## src/rtl/int_ctrl.sv

```systemverilog
// int_ctrl: fixed-priority interrupt controller between external sources
// (DMA, sensor controller, spares) and the CPU CSR unit.
//
// Rising edges on src_i become pending bits. They are masked by a
// software-written enable register and arbitrated lowest-index-first. The
// claim -> service -> mret handshake is tracked so that only one interrupt
// is presented or in service at a time.
//
// Ports:
//   clk          clock, rising edge
//   rst          asynchronous active-high reset
//   src_i        level interrupt lines, synchronous to clk
//   claim_i      one-cycle pulse: CPU has taken the trap
//   mret_i       one-cycle pulse: CPU executed mret
//   cfg_we       config write strobe
//   cfg_addr     config word address (0 ENABLE, 1 PENDING, 2 STATUS, 3 reserved)
//   cfg_wdata    config write data
//   cfg_rdata    config read data, combinational from cfg_addr
//   int_taken_o  interrupt request to the CSR unit
//   int_id_o     ID of the presented or in-service source
module int_ctrl #(
  parameter int unsigned NUM_SRC = 4,
  parameter int unsigned ID_BITS = 2
) (
  input  logic               clk,
  input  logic               rst,
  input  logic [NUM_SRC-1:0] src_i,
  input  logic               claim_i,
  input  logic               mret_i,
  input  logic               cfg_we,
  input  logic [1:0]         cfg_addr,
  input  logic [31:0]        cfg_wdata,
  output logic [31:0]        cfg_rdata,
  output logic               int_taken_o,
  output logic [ID_BITS-1:0] int_id_o
);

  localparam int unsigned CFG_AW = 2;
  localparam int unsigned CFG_DW = 32;

  localparam logic [CFG_AW-1:0] ADDR_ENABLE  = 2'd0;
  localparam logic [CFG_AW-1:0] ADDR_PENDING = 2'd1;
  localparam logic [CFG_AW-1:0] ADDR_STATUS  = 2'd2;

  typedef enum logic [1:0] {
    IDLE = 2'd0,
    REQ  = 2'd1,
    SERV = 2'd2
  } state_t;

  state_t               state_q;
  state_t               state_nxt;
  logic [ID_BITS-1:0]   id_nxt;
  logic [NUM_SRC-1:0]   src_q;
  logic [NUM_SRC-1:0]   pending_q;
  logic [NUM_SRC-1:0]   pending_nxt;
  logic [NUM_SRC-1:0]   enable_q;
  logic [NUM_SRC-1:0]   rise;
  logic [NUM_SRC-1:0]   cand;
  logic [NUM_SRC-1:0]   clr_w1c;
  logic [NUM_SRC-1:0]   clr_claim;
  logic                 enable_we;
  logic                 win_valid;
  logic [ID_BITS-1:0]   win_id;

  // Only the low NUM_SRC write-data bits map onto register state.
  logic unused_wdata;
  assign unused_wdata = ^cfg_wdata[CFG_DW-1:NUM_SRC];

  // Edge detect and arbitration inputs.
  assign rise      = src_i & ~src_q;
  assign cand      = pending_q & enable_q;
  assign enable_we = cfg_we && (cfg_addr == ADDR_ENABLE);

  // Clear sources: software W1C and the claim of the presented ID.
  assign clr_w1c   = (cfg_we && (cfg_addr == ADDR_PENDING)) ? cfg_wdata[NUM_SRC-1:0]
                                                            : '0;
  assign clr_claim = ((state_q == REQ) && claim_i) ? (NUM_SRC'(1) << int_id_o)
                                                   : '0;

  // A new rise wins over any clear of the same bit in the same cycle.
  assign pending_nxt = (pending_q & ~(clr_w1c | clr_claim)) | rise;

  // Fixed priority: scan downward so the lowest set index is the last write.
  always_comb begin
    win_valid = 1'b0;
    win_id    = '0;
    for (int i = NUM_SRC - 1; i >= 0; i--) begin
      if (cand[i]) begin
        win_valid = 1'b1;
        win_id    = ID_BITS'(i);
      end
    end
  end

  // Source sampling, pending and enable registers.
  always_ff @(posedge clk or posedge rst) begin
    if (rst) begin
      src_q     <= '0;
      pending_q <= '0;
      enable_q  <= '0;
    end else begin
      src_q     <= src_i;
      pending_q <= pending_nxt;
      if (enable_we) begin
        enable_q <= cfg_wdata[NUM_SRC-1:0];
      end
    end
  end

  // FSM state, presented ID and request output.
  always_ff @(posedge clk or posedge rst) begin
    if (rst) begin
      state_q     <= IDLE;
      int_id_o    <= '0;
      int_taken_o <= 1'b0;
    end else begin
      state_q     <= state_nxt;
      int_id_o    <= id_nxt;
      int_taken_o <= (state_nxt == REQ);
    end
  end

  // Next-state logic. The ID is latched only on IDLE -> REQ and is held
  // through REQ and SERV, so a higher-priority arrival cannot preempt.
  always_comb begin
    state_nxt = state_q;
    id_nxt    = int_id_o;
    unique case (state_q)
      IDLE: begin
        if (win_valid) begin
          id_nxt    = win_id;
          state_nxt = REQ;
        end
      end
      REQ: begin
        if (claim_i) begin
          state_nxt = SERV;
        end else if (!pending_q[int_id_o] || !enable_q[int_id_o]) begin
          // Software withdrew the request before the CPU took it.
          state_nxt = IDLE;
        end
      end
      SERV: begin
        if (mret_i) begin
          state_nxt = IDLE;
        end
      end
      default: begin
        state_nxt = IDLE;
      end
    endcase
  end

  // Config read mux.
  always_comb begin
    cfg_rdata = '0;
    unique case (cfg_addr)
      ADDR_ENABLE:  cfg_rdata = CFG_DW'(enable_q);
      ADDR_PENDING: cfg_rdata = CFG_DW'(pending_q);
      ADDR_STATUS:  cfg_rdata = CFG_DW'({state_q, int_id_o});
      default:      cfg_rdata = '0;
    endcase
  end

endmodule

```

## config.mk

```make
export PLATFORM = sky130hd
export DESIGN_NAME = int_ctrl
export DESIGN_NICKNAME = d
export VERILOG_FILES = /design/src/rtl/int_ctrl.sv
export SDC_FILE = /design/constraint.sdc
export NUM_CORES = 1
export LEC_CHECK = 0
export ABC_AREA = 0
export BUFFER_PORTS_ARGS = -buffer_cell sky130_fd_sc_hd__buf_2
export CAP_MARGIN = 20
export CORE_ASPECT_RATIO = 1.1
export CORE_MARGIN = 2
export CORE_UTILIZATION = 39
export CTS_CLUSTER_SIZE = 10
export DETAILED_ROUTE_END_ITERATION = 7
export PLACE_DENSITY = 0.88
export SLEW_MARGIN = 5
export SYNTH_ARGS = -nofsm -noshare
export SYNTH_HDL_FRONTEND = slang
export SYNTH_SLANG_ARGS = --single-unit
```

## constraint.sdc

```tcl
create_clock -name clk -period 1.3 [get_ports clk]
set_input_delay 0.26 -clock clk [delete_from_list [all_inputs] [get_ports clk]]
set_output_delay 0.26 -clock clk [all_outputs]
set_load 0.1 [all_outputs]
```

======== Yosys cells after proc, flatten, opt, wreduce, memory -nomap -nowiden ========
Cells that the tools add are included.
Widths: inputs -> output; s select.
storage, ports and cells
  bits in registers ....................... 17
  input port bits ......................... 43
  output and inout bits ................... 35
  word-level logic and storage cells ...... 49
operators by class
  $lt $le $gt $ge ......................... 1
  equal/unequal tests ..................... 5
  shift-type cells ........................ 1
  multiplexer cells ....................... 20
  bitwise logic cells ..................... 7
  reductions and logical operators ........ 9
operators by type and width
  kind                 number
  $mux 2               8
  $and 4x4->4          3
  $pmux 4 s3           1
  $mux 4               2
  $not 4->4            2
  $or 4x4->4           2
  $eq 2x1->1 const B   3
  $mux 1               6
  $pmux 2 s3           1
  $bmux 1 s2           2
  $eq 2x2->1 const B   2
  $logic_not 2->1      2
  $shl 1x2->4 const A  1
  $logic_and 1x1->1    3
  $lt 2x3->1 const B   1
  $logic_not 1->1      2
  $reduce_and 2->1     1
  $logic_or 1x1->1     1

======== Longest topological paths before layout ========
  depth after elaboration ................. 8
  mapped depth ............................ 5
  mapped depth without buffers ............ 4

======== Worst setup path before layout ========
OpenSTA, ideal clock, no wires.
  path type ............................... reg2out
  start ................................... register int_id_o[0]
  end ..................................... output cfg_rdata[0]
  arrival ................................. 3297 ps
  data required time ...................... 1040 ps
  slack ................................... -2257 ps
  cell stages (with the launch flop) ...... 3
  buffers on the path ..................... 0
  path through ............................ dfrtp_1 > mux2i_1 > o21ai_0
between the ends
  word-level cells in the longest chain between the ends .. 1
RTL lines
  element                 RTL line  text
  start, declared         35        output logic [ID_BITS-1:0] int_id_o
  start signal, assigned  119       int_id_o <= id_nxt;
  $pmux 4 s3              158       unique case (cfg_addr)
  end, declared           33        output logic [31:0] cfg_rdata,
Every way passes these cells.

======== Worst setup path after layout ========
  start ................................... register state_q[1]
  end ..................................... output cfg_rdata[3]
between the ends
  word-level cells in the longest chain between the ends .. 1
RTL lines
  element                 RTL line  text
  start, declared         51        state_t state_q;
  start signal, assigned  118       state_q <= state_nxt;
  $pmux 4 s3              158
Every way passes these cells.

==> run metrics <==
register area share after synthesis=41.41%; root buf cell=clkbuf_4; TritonCTS buffer count=3; Netlist Area Pre-Place=1027 sq um; CP startpoint kind=flop; worst-path cell chain=mux2i_2 > o21ai_4 > buf_12; CTS Buffer Depth=2; Lkg Pwr=0.6874 nW; RSZ-0062 raised after global routing=true; crit-path max FO=3; antenna violations before repair=0; Vias/cell=4.705; fill cell count=228; crit path kind=reg -> out; mean routed wirelength per cell=13.12 microns; synth warn=0; final setup fails=8; Tmin final=1.474 ns; Final HPWL DP=1642 microns; area delta synth->final=37.76%; CTS sink cnt=17; Hold Fails Final Rpt=0; clk_skew=0.0007808 ns; fin nets=186; initial detailed-routing violation count=5; design area=1415 sq um; largest net degree at the start of global routing=18; global-route wire length before repair=3505 microns; Clock transition at path regs=0.10 ns; CP delay by family, top=flip-flops; critical path's slowest cell=dfrtp_1; Max Fclk=678.2 MHz; placed cell count=159; count of input and output buffers=21; core area=2496 sq um; layout cell share with drive strength beyond 1=40.14%; H-tree depth=1; min-delay worst type=in -> reg; Worst Setup End Kind=output pin; Post-DP Area=1264 sq um; multi-input combinational cell area=571.8 sq um; Post-Layout Cell Count=173; VDD IR max=1.359 mV; Slew Limit Fails=0; Final Wtd Congestion=0.9022; Total GRT Usage=16.53%; full die area=3061 sq um; ant diodes=0; Worst-Skew Late Latency=0.29 ns; Storage cell area=432.9 sq um; Die Y=57.83 microns; final setup margin=-0.1745 ns; TritonCTS clock tree=done; WP data arrival=1.21 ns; DR vias=814; synthesized area per cell=9.691 sq um; reg-to-reg slack, setup=-0.01 ns; max cap viols=0; Top-Level Pins=78; failing checks=setup timing; Crit path required time=1.04 ns; Distinct cells, synth=22; outcome=complete, but fails checks; Tcrit/Tclk final=113.4%; drt total wl=2269 microns; power density over cell area=2386 nW/um^2; vias in the first global route=803; Rows=19; Buf/Inv on CP=1; post-synthesis register bit count=17; DRT antenna net count=0; Starting Density=41.15%; first-pass detailed-route iteration total=3; # DRC=0; grt total ovfl=0; die width=52.94 microns; Syn Inst Count=106; delay of the slowest cell on the worst path=0.44 ns
layout make-up:
type | instances | area share (%)
multi-input combinational | 81 | 40.41
sequential | 17 | 30.59
timing repair buffer | 34 | 22.72
tap | 31 | 2.741
clock buffer | 3 | 1.592
inverter | 6 | 1.592
clock inverter | 1 | 0.3537
cell usage in the layout, fill, tap and decap left out, types with 2 or more instances in the layout:
cell / synthesis / layout
inv_1: 6 / 6
clkbuf_4: 0 / 3
buf_2: 0 / 14
o21ai_1: 5 / 4
o21ai_4: 0 / 4
a22oi_1: 3 / 2
nand2_1: 16 / 13
buf_12: 0 / 7
buf_6: 0 / 3
dfrtp_4: 0 / 2
nand2_2: 0 / 2
buf_4: 29 / 9
mux2i_4: 0 / 2
nor2_1: 4 / 4
dfrtp_1: 17 / 15
conb_1: 1 / 28
a22o_1: 2 / 2
a21oi_1: 2 / 2
mux2i_2: 0 / 2
mux2_1: 3 / 3
power by group:
| part | leakage [nW] | internal (mW) | switching, mW | total (mW) |
|---|---|---|---|---|
| Combinational | 0.476 | 0.782 | 1.44 | 2.23 |
| Sequential | 0.194 | 0.697 | 0.165 | 0.862 |
| Clock | 0.0177 | 0.115 | 0.174 | 0.288 |
| Total | 0.687 | 1.59 | 1.78 | 3.38 |
worst register-to-register path, cell delays in order, from the launching register on:
cell,delay [ns]
dfrtp_1,0.44
buf_6,0.14
nand3b_1,0.22
nor2_1,0.14
a22oi_1,0.08
a22o_1,0.19
cell families (layout without fill, tap and decap cells):
logic type,count (synthesis),after routing,share of synthesized area [%]
other,1,28,0.3651
and+or+nand+nor,25,25,12.30
AOI/OAI and AO/OA,18,18,11.08
buffers and inverters,35,44,23.39
DFF,17,17,41.41
muxes,10,10,11.45
stage by stage:
stage | util, % | TNS [ns] | worst slack (ns) | hold WS [ns] | total power [mW]
3_3_place_gp | 50.63 | -0.4426 | -0.06961 | 0.2730 | 2.746
4_1_cts | 54.39 | -0.7633 | -0.1723 | 0.07677 | 3.221
6_report | 56.69 | -0.8172 | -0.1745 | 0.07682 | 3.377
3_5_place_dp | 50.63 | -0.7580 | -0.1104 | 0.2757 | 2.800
5_1_grt | 56.69 | -1.136 | -0.2132 | 0.06547 | 3.508
2_1_floorplan | - | -0.9059 | -0.3060 | 0.1861 | 2.326
synth_stat cells:
cell	n	area, sq um
nor2_1	4	15.01
conb_1	1	3.750
nor3b_4	1	18.77
and4b_1	1	10.01
mux2i_1	5	50.05
buf_4	29	217.7
o311ai_1	1	8.760
nand3b_1	1	7.510
a32o_1	1	10.01
a21oi_1	2	10.01
nand2_1	16	60.06
a22oi_1	3	22.52
o21ai_0	4	20.02
dfrtp_1	17	425.4
nor2b_1	1	6.260
mux2_2	1	11.26
mux4_2	1	22.52
a22o_1	2	17.52
inv_1	6	22.52
and3b_1	1	8.760
mux2_1	3	33.78
o21ai_1	5	25.02
registers in the layout, summed over array words and instances, names as in the netlist:
name and count:
state_q 2, int_id_o 2, pending_q 4, int_taken_o 1
enable_q 4, src_q 4
routing by layer:
layer	vias up	part of all wire, %	GRT usage, %	wire length, microns
met5	-	0	0	0
met4	0	3.7	12.09	84
met3	8	5.1	2.320	115
met2	34	54	28.04	1226
met1	397	37	18.52	843
li1	375	-	-	-
final timing paths:
| check | from | endpoint | cells past startpoint |
|---|---|---|---|
| max in group asynchronous | rst | int_id_o[1] | 4 |
| min in group asynchronous | rst | enable_q[0] | 4 |
| worst min register to register | src_q[0] | pending_q[0] | 1 |
| worst max-delay path | state_q[1] | cfg_rdata[3] | 3 |
| worst max register to register | state_q[1] | pending_q[1] | 5 |
| worst min-delay path | src_i[3] | src_q[3] | 1 |
timing repair:
action                                  CTS  global route
hold buffers                              1             0
pin swaps                                 6             4
gates resized for setup                   3             9
buffers inserted                          6             3
endpoints found under the setup margin    4            13
endpoints found under the hold margin    17             0
No activity file was read; power rests on OpenSTA's default activity.
